<file path="src/rtl/writeback_commit_rob.sv">
// rtl/writeback_commit_rob.sv - round-robin writeback arbiter with in-order commit reorder buffer
module writeback_commit_rob #(
  parameter int p_num_pipes    = 2,
  parameter int p_data_bits    = 32,
  parameter int p_seq_num_bits = 4
) (
  input  logic                                  clk,
  input  logic                                  rst,
  input  logic [p_num_pipes-1:0]                Ex_val,
  output logic [p_num_pipes-1:0]                Ex_rdy,
  input  logic [p_num_pipes*p_seq_num_bits-1:0] Ex_seq_num,
  input  logic [p_num_pipes*5-1:0]              Ex_waddr,
  input  logic [p_num_pipes*p_data_bits-1:0]    Ex_wdata,
  input  logic [p_num_pipes-1:0]                Ex_wen,
  output logic [4:0]                            wb_waddr,
  output logic [p_data_bits-1:0]                wb_wdata,
  output logic                                  wb_wen,
  output logic                                  commit_val,
  output logic [p_seq_num_bits-1:0]             commit_seq_num,
  output logic [4:0]                            commit_waddr,
  output logic [p_data_bits-1:0]                commit_wdata,
  output logic                                  commit_wen
);

  localparam int DEPTH = 1 << p_seq_num_bits;
  localparam int PW    = (p_num_pipes > 1) ? $clog2(p_num_pipes) : 1;
  localparam logic [PW-1:0] LAST_PIPE = PW'(p_num_pipes - 1);

  logic [PW-1:0]             rr_ptr;
  logic [p_num_pipes-1:0]    grant;
  logic [PW-1:0]             grant_idx;
  logic                      any_grant;

  logic [p_seq_num_bits-1:0] sel_seq;
  logic [4:0]                sel_waddr;
  logic [p_data_bits-1:0]    sel_wdata;
  logic                      sel_wen;

  logic [DEPTH-1:0]          valid;
  logic [DEPTH-1:0]          rob_wen;
  logic [4:0]                rob_waddr [DEPTH];
  logic [p_data_bits-1:0]    rob_wdata [DEPTH];
  logic [p_seq_num_bits-1:0] head;

  // Pick the first requesting pipe at or after rr_ptr; nothing is granted while in reset.
  always_comb begin
    int            idx;
    logic [PW-1:0] cand;
    grant     = '0;
    grant_idx = '0;
    any_grant = 1'b0;
    idx       = 0;
    cand      = '0;
    for (int k = 0; k < p_num_pipes; k++) begin
      idx = int'(rr_ptr) + k;
      if (idx >= p_num_pipes) idx = idx - p_num_pipes;
      cand = PW'(idx);
      if (!any_grant && !rst && Ex_val[cand]) begin
        any_grant   = 1'b1;
        grant_idx   = cand;
        grant[cand] = 1'b1;
      end
    end
  end

  assign Ex_rdy    = grant;
  assign sel_seq   = Ex_seq_num[grant_idx*p_seq_num_bits +: p_seq_num_bits];
  assign sel_waddr = Ex_waddr[grant_idx*5 +: 5];
  assign sel_wdata = Ex_wdata[grant_idx*p_data_bits +: p_data_bits];
  assign sel_wen   = Ex_wen[grant_idx];

  // Priority pointer moves just past the pipe that won; it stays put on idle cycles.
  always_ff @(posedge clk or posedge rst) begin
    if (rst) begin
      rr_ptr <= '0;
    end else if (any_grant) begin
      rr_ptr <= (grant_idx == LAST_PIPE) ? '0 : grant_idx + 1'b1;
    end
  end

  // Writeback stage register; address/data hold on idle cycles, only wb_wen drops.
  always_ff @(posedge clk or posedge rst) begin
    if (rst) begin
      wb_wen   <= 1'b0;
      wb_waddr <= '0;
      wb_wdata <= '0;
    end else if (any_grant) begin
      wb_wen   <= sel_wen;
      wb_waddr <= sel_waddr;
      wb_wdata <= sel_wdata;
    end else begin
      wb_wen   <= 1'b0;
    end
  end

  // Valid bits and head: commit clears the head slot first, an accept then marks its slot.
  always_ff @(posedge clk or posedge rst) begin
    if (rst) begin
      valid <= '0;
      head  <= '0;
    end else begin
      logic [DEPTH-1:0] valid_n;
      valid_n = valid;
      if (commit_val) begin
        valid_n[head] = 1'b0;
        head          <= head + 1'b1;
      end
      if (any_grant) valid_n[sel_seq] = 1'b1;
      valid <= valid_n;
    end
  end

  // ROB payload needs no reset: a slot is only observed while its valid bit is set.
  always_ff @(posedge clk) begin
    if (any_grant) begin
      rob_waddr[sel_seq] <= sel_waddr;
      rob_wdata[sel_seq] <= sel_wdata;
      rob_wen[sel_seq]   <= sel_wen;
    end
  end

  assign commit_val     = valid[head];
  assign commit_seq_num = head;
  assign commit_waddr   = rob_waddr[head];
  assign commit_wdata   = rob_wdata[head];
  assign commit_wen     = rob_wen[head];

  // Upstream must never reuse a sequence number whose slot has not committed yet.
  assert property (@(posedge clk) disable iff (rst) any_grant |-> !valid[sel_seq]);

endmodule

</file>
<file path="config.mk">
export PLATFORM = sky130hd
export DESIGN_NAME = writeback_commit_rob
export DESIGN_NICKNAME = d
export VERILOG_FILES = /design/src/rtl/writeback_commit_rob.sv
export SDC_FILE = /design/constraint.sdc
export NUM_CORES = 1
export LEC_CHECK = 0
export ABC_AREA = 1
export CORE_MARGIN = 2
export CORE_UTILIZATION = 35
export CTS_BUF_LIST = sky130_fd_sc_hd__clkbuf_8
export CTS_CLUSTER_DIAMETER = 60
export DETAILED_ROUTE_END_ITERATION = 12
export PLACE_DENSITY = 0.49
export SYNTH_ARGS = -nofsm -noshare
export SYNTH_HDL_FRONTEND = slang
export SYNTH_SLANG_ARGS = --single-unit
</file>
<file path="constraint.sdc">
create_clock -name clk -period 6.8 [get_ports clk]
set_clock_uncertainty 0.05 [all_clocks]
set_input_delay 1.36 -clock clk [delete_from_list [all_inputs] [get_ports clk]]
set_output_delay 1.36 -clock clk [all_outputs]
set_load 0.005 [all_outputs]
</file>
# Word level (Yosys, flattened, before mapping)

Memory sizes are Yosys's and may differ from the RTL's.
Index checks and enable logic that the tools add are counted.

Register bits after elaboration: 75
Logic and storage cells: 75
Output and inout port bits: 83
RAM bits: 592
Input bits: 88
Memories: 2

Memory list:

| memory    | words | bits a word | read ports | clocked after Yosys merged registers in | write ports | RTL line | RTL |
|---|---|---|---|---|---|---|---|
| rob_wdata | 16    | 32          | 1          | 0                                       | 1           | 42       | `logic [p_data_bits-1:0] rob_wdata [DEPTH];` |
| rob_waddr | 16    | 5           | 1          | 0                                       | 1           | 41       | `logic [4:0] rob_waddr [DEPTH];` |

Shift-type cells: 3
Bitwise operators: 4
Order comparisons: 11
Multiply operators: 1
Add/sub/neg operators: 5
Reductions and logical operators: 9
Mux-type cells: 33

Operators with widths:

| kind                | count |
|---|---|
| $shiftx 64x7->32    | 1 |
| $mux 16             | 2 |
| $mux 1              | 22 |
| $and 16x16->16      | 1 |
| $bwmux 16           | 1 |
| $not 16->16         | 1 |
| $or 16x16->16       | 1 |
| $lt 4x5->1 const B  | 2 |
| $shiftx 10x5->5     | 1 |
| $bmux 1 s4          | 2 |
| $demux 1 s4         | 2 |
| $ge 4x1->1 const B  | 2 |
| $shiftx 8x4->4      | 1 |
| $logic_and 1x1->1   | 7 |
| $lt 1x2->1 const B  | 3 |
| $add 4x1->4 const B | 1 |
| $mul 1x3->4 const B | 1 |
| $mux 2              | 2 |
| $add 1x1->2 const B | 1 |
| $demux 1 s1         | 2 |
| $ge 1x1->1 const B  | 2 |
| $ge 1x2->1 const B  | 1 |
| $ge 2x2->1 const B  | 1 |
| $logic_not 1->1     | 2 |
| 3 further kinds     | 4 |

# Longest topological paths before layout

Word-level depth: 17
Mapped depth: 13
Gate-level depth less buffers: 10

# Least setup slack after synthesis

No wires, ideal clock.

Path type: input -> register
From: in rst
To: mem rob_waddr[10][0], enable pin
Setup slack: 1994 ps
Arrival: 4364 ps
Data required time: 6357 ps
Buffers on the path: 0
Setup time: 393 ps
Stages: 7
Cell sequence: inv_1 > o21ai_1 > inv_1 > nand2_1 > nor2_1 > nand2_1 > inv_1

Cells in the longest elaborated chain, start to end: 9
Elaborated cells on any way between the ends: 12
Those cells by class: shift (1); mux (6); reduce/logical (5)

RTL lines:

| what                                                   | RTL line | RTL |
|---|---|---|
| start, declared                                        | 8        | `input logic rst,` |
| $logic_not 1->1 (no line) *                            | -        |  |
| branches (longest 8 deep; another with $shiftx 8x4->4) | -        |  |
| end, declared                                          | 41       |  |

Mark *: on every way between the ends.

# Worst setup path after layout

From: reg head[0] (netlist: commit_seq_num[0])
To: out commit_wdata[17]

Cells in the longest elaborated chain, start to end: 1

RTL lines:

| what                   | RTL line | RTL |
|---|---|---|
| start, declared        | 43       | `logic [p_seq_num_bits-1:0] head;` |
| start signal, assigned | 106      | `head <= head + 1'b1;` |
| $mem_v2 16x32          | -        |  |
| end, declared          | 21       | `output logic [p_data_bits-1:0] commit_wdata,` |

No other way between the ends.

==> results.py <==
metrics = {
    "floorplan": {
        "pin_count": 171,
        "initial_utilization": 0.353,
        "core_area_um2": 75900,
        "die-area_um2": 78800,
        "num_rows": 101,
        "die_h_um": 281,
        "dieWidth_um": 281,
    },
    "synth": {
        "yosysWarningCount": 0,
        "synth_cell_types": 31,
        "post_synth.cell_area_avg_um2": 12.3,
        "syn_area_um2": 26800,
        "synth-seq-cells": 667,
        "syn_nets": 2278,
        "yosysSeqAreaShare": 0.736,
        "synth_cells": 2186,
    },
    "clock_tree": {
        "ctsRootBufferMaster": "clkbuf_8",
        "clkSlewWorstSetupHoldPaths_ns": 0.06,
        "clk_latency_ns": 0.70,
        "post_cts_resize_count": 0,
        "post_cts_buffers": 0,
        "holdBufCountCts": 0,
        "cts_buffer_depth": 3,
        "htree_levels": 3,
        "cts_made_buffers": 112,
        "clock_sinks": 667,
        "cts_tree": "yes",
    },
    "placed_design": {
        "place_ws_ns": 1.93,
        "dp.final_hpwl_mm": 41.5,
        "portBuffers": 170,
        "gp_congestion": 0.806,
        "post-place-cells": 3280,
    },
    "grt": {
        "grt-ovfl-total": 0,
        "grt_pass1_vias": 17900,
        "grtUsageTotal": 0.195,
        "grt.met1_usage": 0.283,
        "gr-usage-met3": 0.0304,
        "busiest_layer": "met2",
        "met2_usage": 0.303,
        "grt_max_degree": 228,
        "antenna_found_initial": 2,
        "grt_first_pass_wirelength_mm": 114,
    },
    "detailed_routing": {
        "totalWireLength_mm": 76.6,
        "route.detailed.drc": 0,
        "routedWlPerCell_um": 21.9,
        "avgViaCountPerCell": 5.13,
        "drt-pass1-iter-count": 5,
        "drtIter0Drc": 1749,
        "vias": 17900,
        "ant_nets": 0,
    },
    "power_and_ir_drop": {
        "seq_power_share": 0.407,
        "powerDensity_nw_per_um2": 380,
        "p_int_mw": 7.68,
        "p_leak_nw": 11.0,
        "clkPwrFrac": 0.277,
        "ir_drop_mv": 0.191,
        "p_sw_frac": 0.359,
        "p_sw_mw": 4.31,
        "combPwrFrac": 0.316,
    },
    "sta": {
        "fmax_mhz": 180,
        "finalWorstSetupSlack_ns": 1.25,
        "worst_pin_slew_ns": 1.07,
        "fin_crit_sh": 0.817,
        "finalHoldViolations": 0,
        "setup_violations": 0,
        "period_minus_slack_ns": 5.55,
        "maxSlewViolCount": 0,
        "slew_headroom": 0.284,
        "rsz0062_at_grt": "false",
        "setup_tns_ns": 0,
    },
    "run_status": {
        "status": "finished, final reports clean",
    },
    "finish": {
        "finalNetCount": 2456,
        "final_cell_mix": "608 x edfxtp_1, 352 x nor2_1, 342 x nand2_1",
        "area_delta_synth_final_pct": 17.5,
        "drive_gt1_frac": 0.0959,
        "final_cells": 3492,
        "final_common_cell": "edfxtp_1",
    },
    "setup_path": {
        "reg2reg_from": "rr_ptr",
        "cp-end-kind": "primary output",
        "critPathArrivalTime_ns": 4.14,
        "worstSetupStartpointType": "register",
        "slowest_delay_ns": 0.84,
        "regToRegSetupSlack_ns": 3.35,
        "worstPathRequired_ns": 5.39,
        "rr_worst_depth": 11,
        "path_class": "reg2out",
        "critPathSlowestCell": "dfrtp_4",
        "r2r-end": "rob_wdata[8][13]",
        "cp_cell_sequence": "inv_8, buf_4, o21ai_0, o22ai_1, nand2_1, nand4_1, clkdlybuf4s50_1",
        "cp_max_fo": 121,
    },
    "min_path": {
        "min_delay_path_depth": 2,
        "holdCritStartpoint": "valid[0]",
        "min_to": "valid[0]",
        "hp-class": "reg2reg",
    },
    "run": {
        "cap_violations": 0,
    },
}
==> area by class of cell <==
class                   instances  area, µm²
multi-input cells            1308       6120
flip-flops and latches        667      19700
clock inverters                92        440
clock buffers                 119       1640
inverters                      71        278
diodes                          1       2.50
repair buffers                204       1990
well taps                    1030       1290
fillers                      7118      44400
==> worst max-delay path by stage <==
stage                           start          endpoint  slack (ns)  cells past startpoint
floorplan                         rst  rob_waddr[10][0]        1.99                      7
global placement    commit_seq_num[0]  commit_wdata[16]        1.97                      7
detailed placement                rst  rob_wdata[11][2]        1.93                     11
CTS                 commit_seq_num[0]  commit_wdata[16]        1.13                      7
global route        commit_seq_num[0]  commit_wdata[10]        0.95                      7
finish              commit_seq_num[0]  commit_wdata[17]        1.25                      7
==> logic make-up (layout without fill, tap and decap cells) <==
| logic type | after synthesis | in the layout | synth area share |
|---|---|---|---|
| compound gates | 518 | 518 | 0.106 |
| xor+xnor | 2 | 2 | 0.000653 |
| fa+ha+maj | 4 | 4 | 0.00187 |
| buf+inv | 211 | 486 | 0.0364 |
| flops | 667 | 667 | 0.736 |
| other cells | 0 | 1 | 0 |
| simple gates | 784 | 784 | 0.119 |
==> flip-flops by register name, summed over array words and instances (netlist names) <==
register,flops
wb_wen,1
wb_waddr,5
valid,16
rob_wen,16
rob_waddr,80
rr_ptr,1
commit_seq_num,4
rob_wdata,512
wb_wdata,32
==> metrics by stage <==
stage	cell area [µm²]	hold slack, ns	util	total power, mW
final	31500	0.450	0.415	12.0
after global placement	29400	0.435	0.387	8.77
after CTS	31500	0.451	0.415	12.1
after global routing	31500	0.494	0.415	12.7
after floorplan	26800	0.415	-	7.24
after detailed placement	29400	0.437	0.387	8.79
==> cells in the mapped netlist <==
cell | number | area (µm²)
a21oi_1 | 5 | 25.0
a31oi_1 | 37 | 231
buf_1 | 4 | 15.0
buf_2 | 49 | 245
buf_4 | 2 | 15.0
buf_6 | 10 | 113
buf_8 | 3 | 45.0
clkbuf_1 | 72 | 270
clkinv_1 | 1 | 3.75
dfrtp_1 | 59 | 1480
edfxtp_1 | 608 | 18300
ha_1 | 4 | 50.1
inv_1 | 66 | 248
inv_2 | 3 | 11.3
inv_6 | 1 | 8.76
nand2_1 | 343 | 1290
nand2_2 | 18 | 113
nand2_4 | 3 | 33.8
nand3_1 | 17 | 85.1
nand3_2 | 8 | 80.1
nand4_1 | 38 | 238
nor2_1 | 354 | 1330
nor2_2 | 1 | 6.26
nor2_8 | 1 | 20.0
o21ai_0 | 302 | 1510
o21ai_1 | 20 | 100
o21ai_2 | 2 | 17.5
o22ai_1 | 152 | 951
or2_2 | 1 | 6.26
xnor2_1 | 1 | 8.76
xor2_1 | 1 | 8.76
==> worst max-delay path: cells and delay by family (launching register included) <==
family / cells / cell delay, ns
simple gates: 2 / 0.30
compound gates: 2 / 0.30
flops: 1 / 0.84
buf+inv: 3 / 1.82
==> layer usage <==
| layer | part of all wire | up-vias | wire length [µm] |
|---|---|---|---|
| met5 | 0 | - | 0 |
| li1 | - | 8251 | - |
| met1 | 0.47 | 8984 | 36100 |
| met3 | 0.055 | 103 | 4240 |
| met2 | 0.45 | 571 | 34800 |
| met4 | 0.020 | 0 | 1510 |
==> power by group through the flow <==
| stage | Clock [mW] | Sequential [mW] | Combinational, mW |
|---|---|---|---|
| 2_1_floorplan | 0 | 4.80 | 2.44 |
| 3_3_place_gp | 0 | 4.96 | 3.81 |
| 3_5_place_dp | 0 | 4.96 | 3.83 |
| 4_1_cts | 3.41 | 4.88 | 3.84 |
| 5_1_grt | 3.59 | 4.90 | 4.22 |
| 6_report | 3.31 | 4.88 | 3.79 |
Note: power is estimated with default switching activity, not from simulation.
